[src/rtl/digital_lock_system_pkg.sv]
// Shared types and default constants for the two-stage combination lock.
package digital_lock_system_pkg;

  typedef enum logic [2:0] {
    StIdle  = 3'd0,
    StWait2 = 3'd1,
    StOpen  = 3'd2,
    StAlarm = 3'd3
  } lock_state_e;

  localparam logic [7:0] DefaultCode1 = 8'h0F;
  localparam logic [7:0] DefaultCode2 = 8'hF0;
  localparam logic [7:0] TamperCode   = 8'hFF;
  localparam logic [7:0] RelockCode   = 8'h00;

  localparam int unsigned DefaultTimeoutCycles = 16;
  localparam int unsigned DefaultCntW          = 5;

  // States in which the window timer runs.
  function automatic logic is_timed_state(lock_state_e s);
    return (s == StWait2) || (s == StOpen);
  endfunction

endpackage

[src/rtl/digital_lock_system_lock_timer.sv]
// Window timer: restarts on every state change, counts while enabled, saturates at the limit.
module digital_lock_system_lock_timer #(
  parameter int unsigned TimeoutCycles = 16,
  parameter int unsigned CntW          = 5
) (
  input  logic clk_i,
  input  logic rst_ni,
  input  logic restart_i,
  input  logic en_i,
  output logic timeout_o
);

  localparam logic [CntW-1:0] Limit = CntW'(TimeoutCycles);

  logic [CntW-1:0] count_q, count_d;

  always_comb begin
    count_d = count_q;
    if (restart_i || !en_i) begin
      count_d = '0;
    end else if (count_q < Limit) begin
      count_d = count_q + CntW'(1);
    end
  end

  always_ff @(posedge clk_i) begin
    if (!rst_ni) begin
      count_q <= '0;
    end else begin
      count_q <= count_d;
    end
  end

  assign timeout_o = (count_q >= Limit);

endmodule

[src/rtl/digital_lock_system.sv]
// Two-stage combination lock: CODE1 arms, CODE2 within the window opens; timeout or tamper alarms.
module digital_lock_system
  import digital_lock_system_pkg::*;
#(
  parameter logic [7:0]  CODE1          = DefaultCode1,
  parameter logic [7:0]  CODE2          = DefaultCode2,
  parameter int unsigned TIMEOUT_CYCLES = DefaultTimeoutCycles,
  parameter int unsigned CNT_W          = DefaultCntW
) (
  input  logic       clk,
  input  logic       clear,
  input  logic       s0,
  input  logic       s1,
  input  logic       s2,
  input  logic       s3,
  input  logic       s4,
  input  logic       s5,
  input  logic       s6,
  input  logic       s7,
  output logic       alarm,
  output logic       locked,
  output logic [2:0] curr_state,
  output logic       det1,
  output logic       det2,
  output logic       timeout,
  output logic       allsw,
  output logic       mux_out
);

  logic [7:0]  sw;
  logic        relock_sw;
  lock_state_e state_q, state_d;

  assign sw        = {s7, s6, s5, s4, s3, s2, s1, s0};
  assign det1      = (sw == CODE1);
  assign det2      = (sw == CODE2);
  assign allsw     = (sw == TamperCode);
  assign relock_sw = (sw == RelockCode);

  always_comb begin
    state_d = state_q;
    case (state_q)
      StIdle: begin
        if (allsw)     state_d = StAlarm;
        else if (det1) state_d = StWait2;
      end
      StWait2: begin
        if (allsw)        state_d = StAlarm;
        else if (det2)    state_d = StOpen;
        else if (timeout) state_d = StAlarm;
      end
      StOpen: begin
        if (allsw)          state_d = StAlarm;
        else if (relock_sw) state_d = StIdle;
        else if (timeout)   state_d = StIdle;
      end
      StAlarm: state_d = StAlarm;
      // Encodings 4..7 recover to IDLE.
      default: state_d = StIdle;
    endcase
  end

  always_ff @(posedge clk) begin
    if (!clear) begin
      state_q <= StIdle;
    end else begin
      state_q <= state_d;
    end
  end

  digital_lock_system_lock_timer #(
    .TimeoutCycles(TIMEOUT_CYCLES),
    .CntW         (CNT_W)
  ) u_lock_timer (
    .clk_i    (clk),
    .rst_ni   (clear),
    .restart_i(state_d != state_q),
    .en_i     (is_timed_state(state_q)),
    .timeout_o(timeout)
  );

  assign curr_state = state_q;
  assign alarm      = (state_q == StAlarm);
  assign locked     = (state_q != StOpen);

  always_comb begin
    mux_out = 1'b0;
    unique case (state_q[1:0])
      2'd0: mux_out = det1;
      2'd1: mux_out = det2;
      2'd2: mux_out = timeout;
      2'd3: mux_out = allsw;
      default: mux_out = 1'b0;
    endcase
  end

endmodule

[config.mk]
export PLATFORM = sky130hd
export DESIGN_NAME = digital_lock_system
export DESIGN_NICKNAME = d
export VERILOG_FILES = /design/src/rtl/digital_lock_system_pkg.sv /design/src/rtl/digital_lock_system_lock_timer.sv /design/src/rtl/digital_lock_system.sv
export SDC_FILE = /design/constraint.sdc
export NUM_CORES = 1
export LEC_CHECK = 0
export ABC_AREA = 0
export CAP_MARGIN = 20
export CORE_AREA = 2 2 39 41
export CTS_CLUSTER_DIAMETER = 150
export DETAILED_ROUTE_END_ITERATION = 8
export DIE_AREA = 0 0 41 43
export PLACE_DENSITY = 0.69
export SLEW_MARGIN = 20
export SYNTH_ARGS = -nofsm -noshare
export SYNTH_HDL_FRONTEND = slang
export SYNTH_HIERARCHICAL = 1
export SYNTH_SLANG_ARGS = --single-unit
[constraint.sdc]
create_clock -name clk -period 1.7 [get_ports clk]
set_clock_uncertainty 0.1 [all_clocks]
set_input_delay 0.255 -clock clk [delete_from_list [all_inputs] [get_ports clk]]
set_output_delay 0.255 -clock clk [all_outputs]
set_load 0.005 [all_outputs]
==> results.md <==
- Sequential element share of the synthesized area: 31.60%
- Leakage: 0.3685 nW
- Met3 routed wirelength: 99 um
- Hold-fix buffers at CTS: 0
- H-tree depth: 1
- Hold WC Path Type: reg -> reg
- WL met1: 533 um
- GPL Wtd Cong: 0.7771
- Main flop type after synthesis: dfxtp_1
- CP startpoint kind: input port
- Synth unique cells: 27
- Crit path cell chain: buf_6, nor4_4, buf_4, a21oi_2, or4_1, o2111ai_2, nand3b_1, nor2_1
- CP Capture Type: flip-flop
- #FFs+latches synth: 8
- Number of max-slew violations in the final report: 0
- Final count of negative-setup-slack endpoints: 0
- Setup TNS: 0 ns
- Top-area cell type share of the netlist area: 31.60%
- Ant. Diodes: 0
- Via count: 543
- Final period util: 99.95%
- RSZ-0062 raised after global routing: yes
- Tot Pwr: 378.3 uW
- Highest clock rate: 0.5885 GHz
- Top cells by count, synth: dfxtp_1 (8), nor2_1 (7), inv_1 (5)
- First-pass GRT wire length: 2070 um
- Max-cap violation count: 0
- DRC Markers: 0
- Global Route Usage Sum: 17.05%
- Vias/cell: 5.123
- Initial core utilization: 36.62%
- Layout cell share with drive strength beyond 1: 43.33%
- Slowest CP cell: or4_1
- Root buffer cell: clkbuf_4
- Clk_lat worst skew: 0.25 ns
- Top Metal Used: met4
- Synth area leader: dfxtp_1
- DRT antenna net count: 0
- Status: completed
- Final WL: 1374 um
- Peak VDD IR: 0.1766 mV
- Die ar.: 0.001763 mm2
- Longest Clk Path Bufs: 2
- Rows: 14
- Port Buf Inserts: 19
- Max FO, Critical Path: 5
- CTS tree: built
- First-iteration detailed-routing DRC count: 9
- Synth Cell Area: 506.7 um2
- CP required: 1.73 ns
- GRT overflow: 0
- IO Pins: 20
- Hold WS: 0.4289 ns
- Final-report hold violation count: 0
- Post-route minimum period: 1.699 ns
- Critical path's largest stage delay: 0.49 ns
- Crit path DAT: 1.73 ns
- Post-synth EDFFs: 0
- Die Ht: 43 um
- Initial antenna violation count: 0
- Final HPWL DP: 978 um
- Warnings from Yosys: 6
- Clk slew on worst S/H paths: 0.05 ns
- Fin nets: 104
- Syn nets: 67
- Die Width: 41 um
- Vias in the first global route: 546
- Top-count cell post-synth: dfxtp_1
- First-pass DRT Iterations: 4
- CTS Buf Count: 3
- Syn Area/Cell: 9.213 um2
- Power Dens Cells: 444.7 mW/mm2
- Largest net degree at the start of global routing: 11
- Dominant cells by area after synthesis: dfxtp_1 (32%), nor4_4 (8.4%), nor2_1 (5.2%), ha_1 (4.9%), mux4_2 (4.4%)
- DR WL met2: 724 um
- Ys async rst share: 0%
- CTS Sinks: 8
- Mapped Cells: 55
- Synth-to-layout area growth: 67.90%
- Setup CP Type: in -> reg
- Core area: 0.001384 mm2
- DR WL/cell: 12.96 um
[routing by layer]
metal	vias to the layer above	GRT usage, %
met5	-	0
li1	269	-
met2	26	29.06
met1	246	18.30
met3	2	3.665
met4	0	8.667
[kinds of logic (layout without fill, tap and decap cells)]
group	Yosys count	count (layout)	share of synthesized area (%)
buffers and inverters	7	42	5.186
muxes	3	3	8.395
DFF	8	8	31.60
other	1	1	0.7400
adders and majority gates	2	2	4.937
AOI/OAI and AO/OA	9	9	13.33
and+or+nand+nor	21	21	28.89
xor gates and xnor gates	4	4	6.915
[registers in the layout, indices dropped and copies added (netlist names)]
signal / cells
curr_state: 3
u_lock_timer/count_q: 5
[final timing paths]
kind                             endpoint  slack (ns)  cells after the start          start
setup / recovery  u_lock_timer/count_q[0]      0.0008                      8             s2
hold / removal              curr_state[0]        0.43                      1  curr_state[0]
setup reg to reg  u_lock_timer/count_q[0]        0.03                      6  curr_state[1]
hold reg to reg             curr_state[0]        0.43                      1  curr_state[0]
[worst max-delay path, delay by kind of cell]
family / cells / cell delay, ns
AND/OR/NAND/NOR: 4 / 1.08
buffers and inverters: 2 / 0.27
AO/OA/AOI/OAI: 2 / 0.13
[power breakdown]
part           switching, mW  total, mW  internal (mW)
clock                 0.0605      0.141         0.0805
combinational         0.0182     0.0478         0.0295
sequential           0.00174      0.190          0.188
[area by class of cell]
| cell class | count | area, um2 |
|---|---|---|
| Fill cell | 133 | 533.0 |
| Multi-Input combinational cell | 40 | 332.8 |
| Timing Repair Buffer | 34 | 289.0 |
| Sequential cell | 8 | 167.7 |
| Clock buffer | 3 | 22.52 |
| Tap cell | 16 | 20.02 |
| Inverter | 5 | 18.77 |
[layout by cell type (no fill, tap or decap), types with 3 or more instances in the layout]
cell              n
buf_2             4
buf_4            13
buf_6             5
clkbuf_4          3
clkdlybuf4s50_1   5
dfxtp_1           4
dfxtp_2           3
inv_1             4
nor2_1            6
[metrics by stage]
| step | instance area, um2 | std cells | utilization, % | setup WS (ns) |
|---|---|---|---|---|
| 2_1_floorplan | 506.7 | 55 | - | 0.09735 |
| 3_3_place_gp | 792.0 | 99 | 57.23 | -0.6374 |
| 3_5_place_dp | 792.0 | 99 | 57.23 | -0.6351 |
| 4_1_cts | 822.0 | 105 | 59.40 | -0.1256 |
| 5_1_grt | 850.8 | 106 | 61.48 | -0.06807 |
| 6_report | 850.8 | 106 | 61.48 | 0.0008265 |
[timing repair]
item | in CTS | in global routing
hold endpoints to repair | 0 | 0
endpoints found under the setup margin | 12 | 10
buffers inserted | 3 | 2
gates resized for setup | 41 | 22
pin swaps | 9 | 6
(Power assumes the default switching activity.)
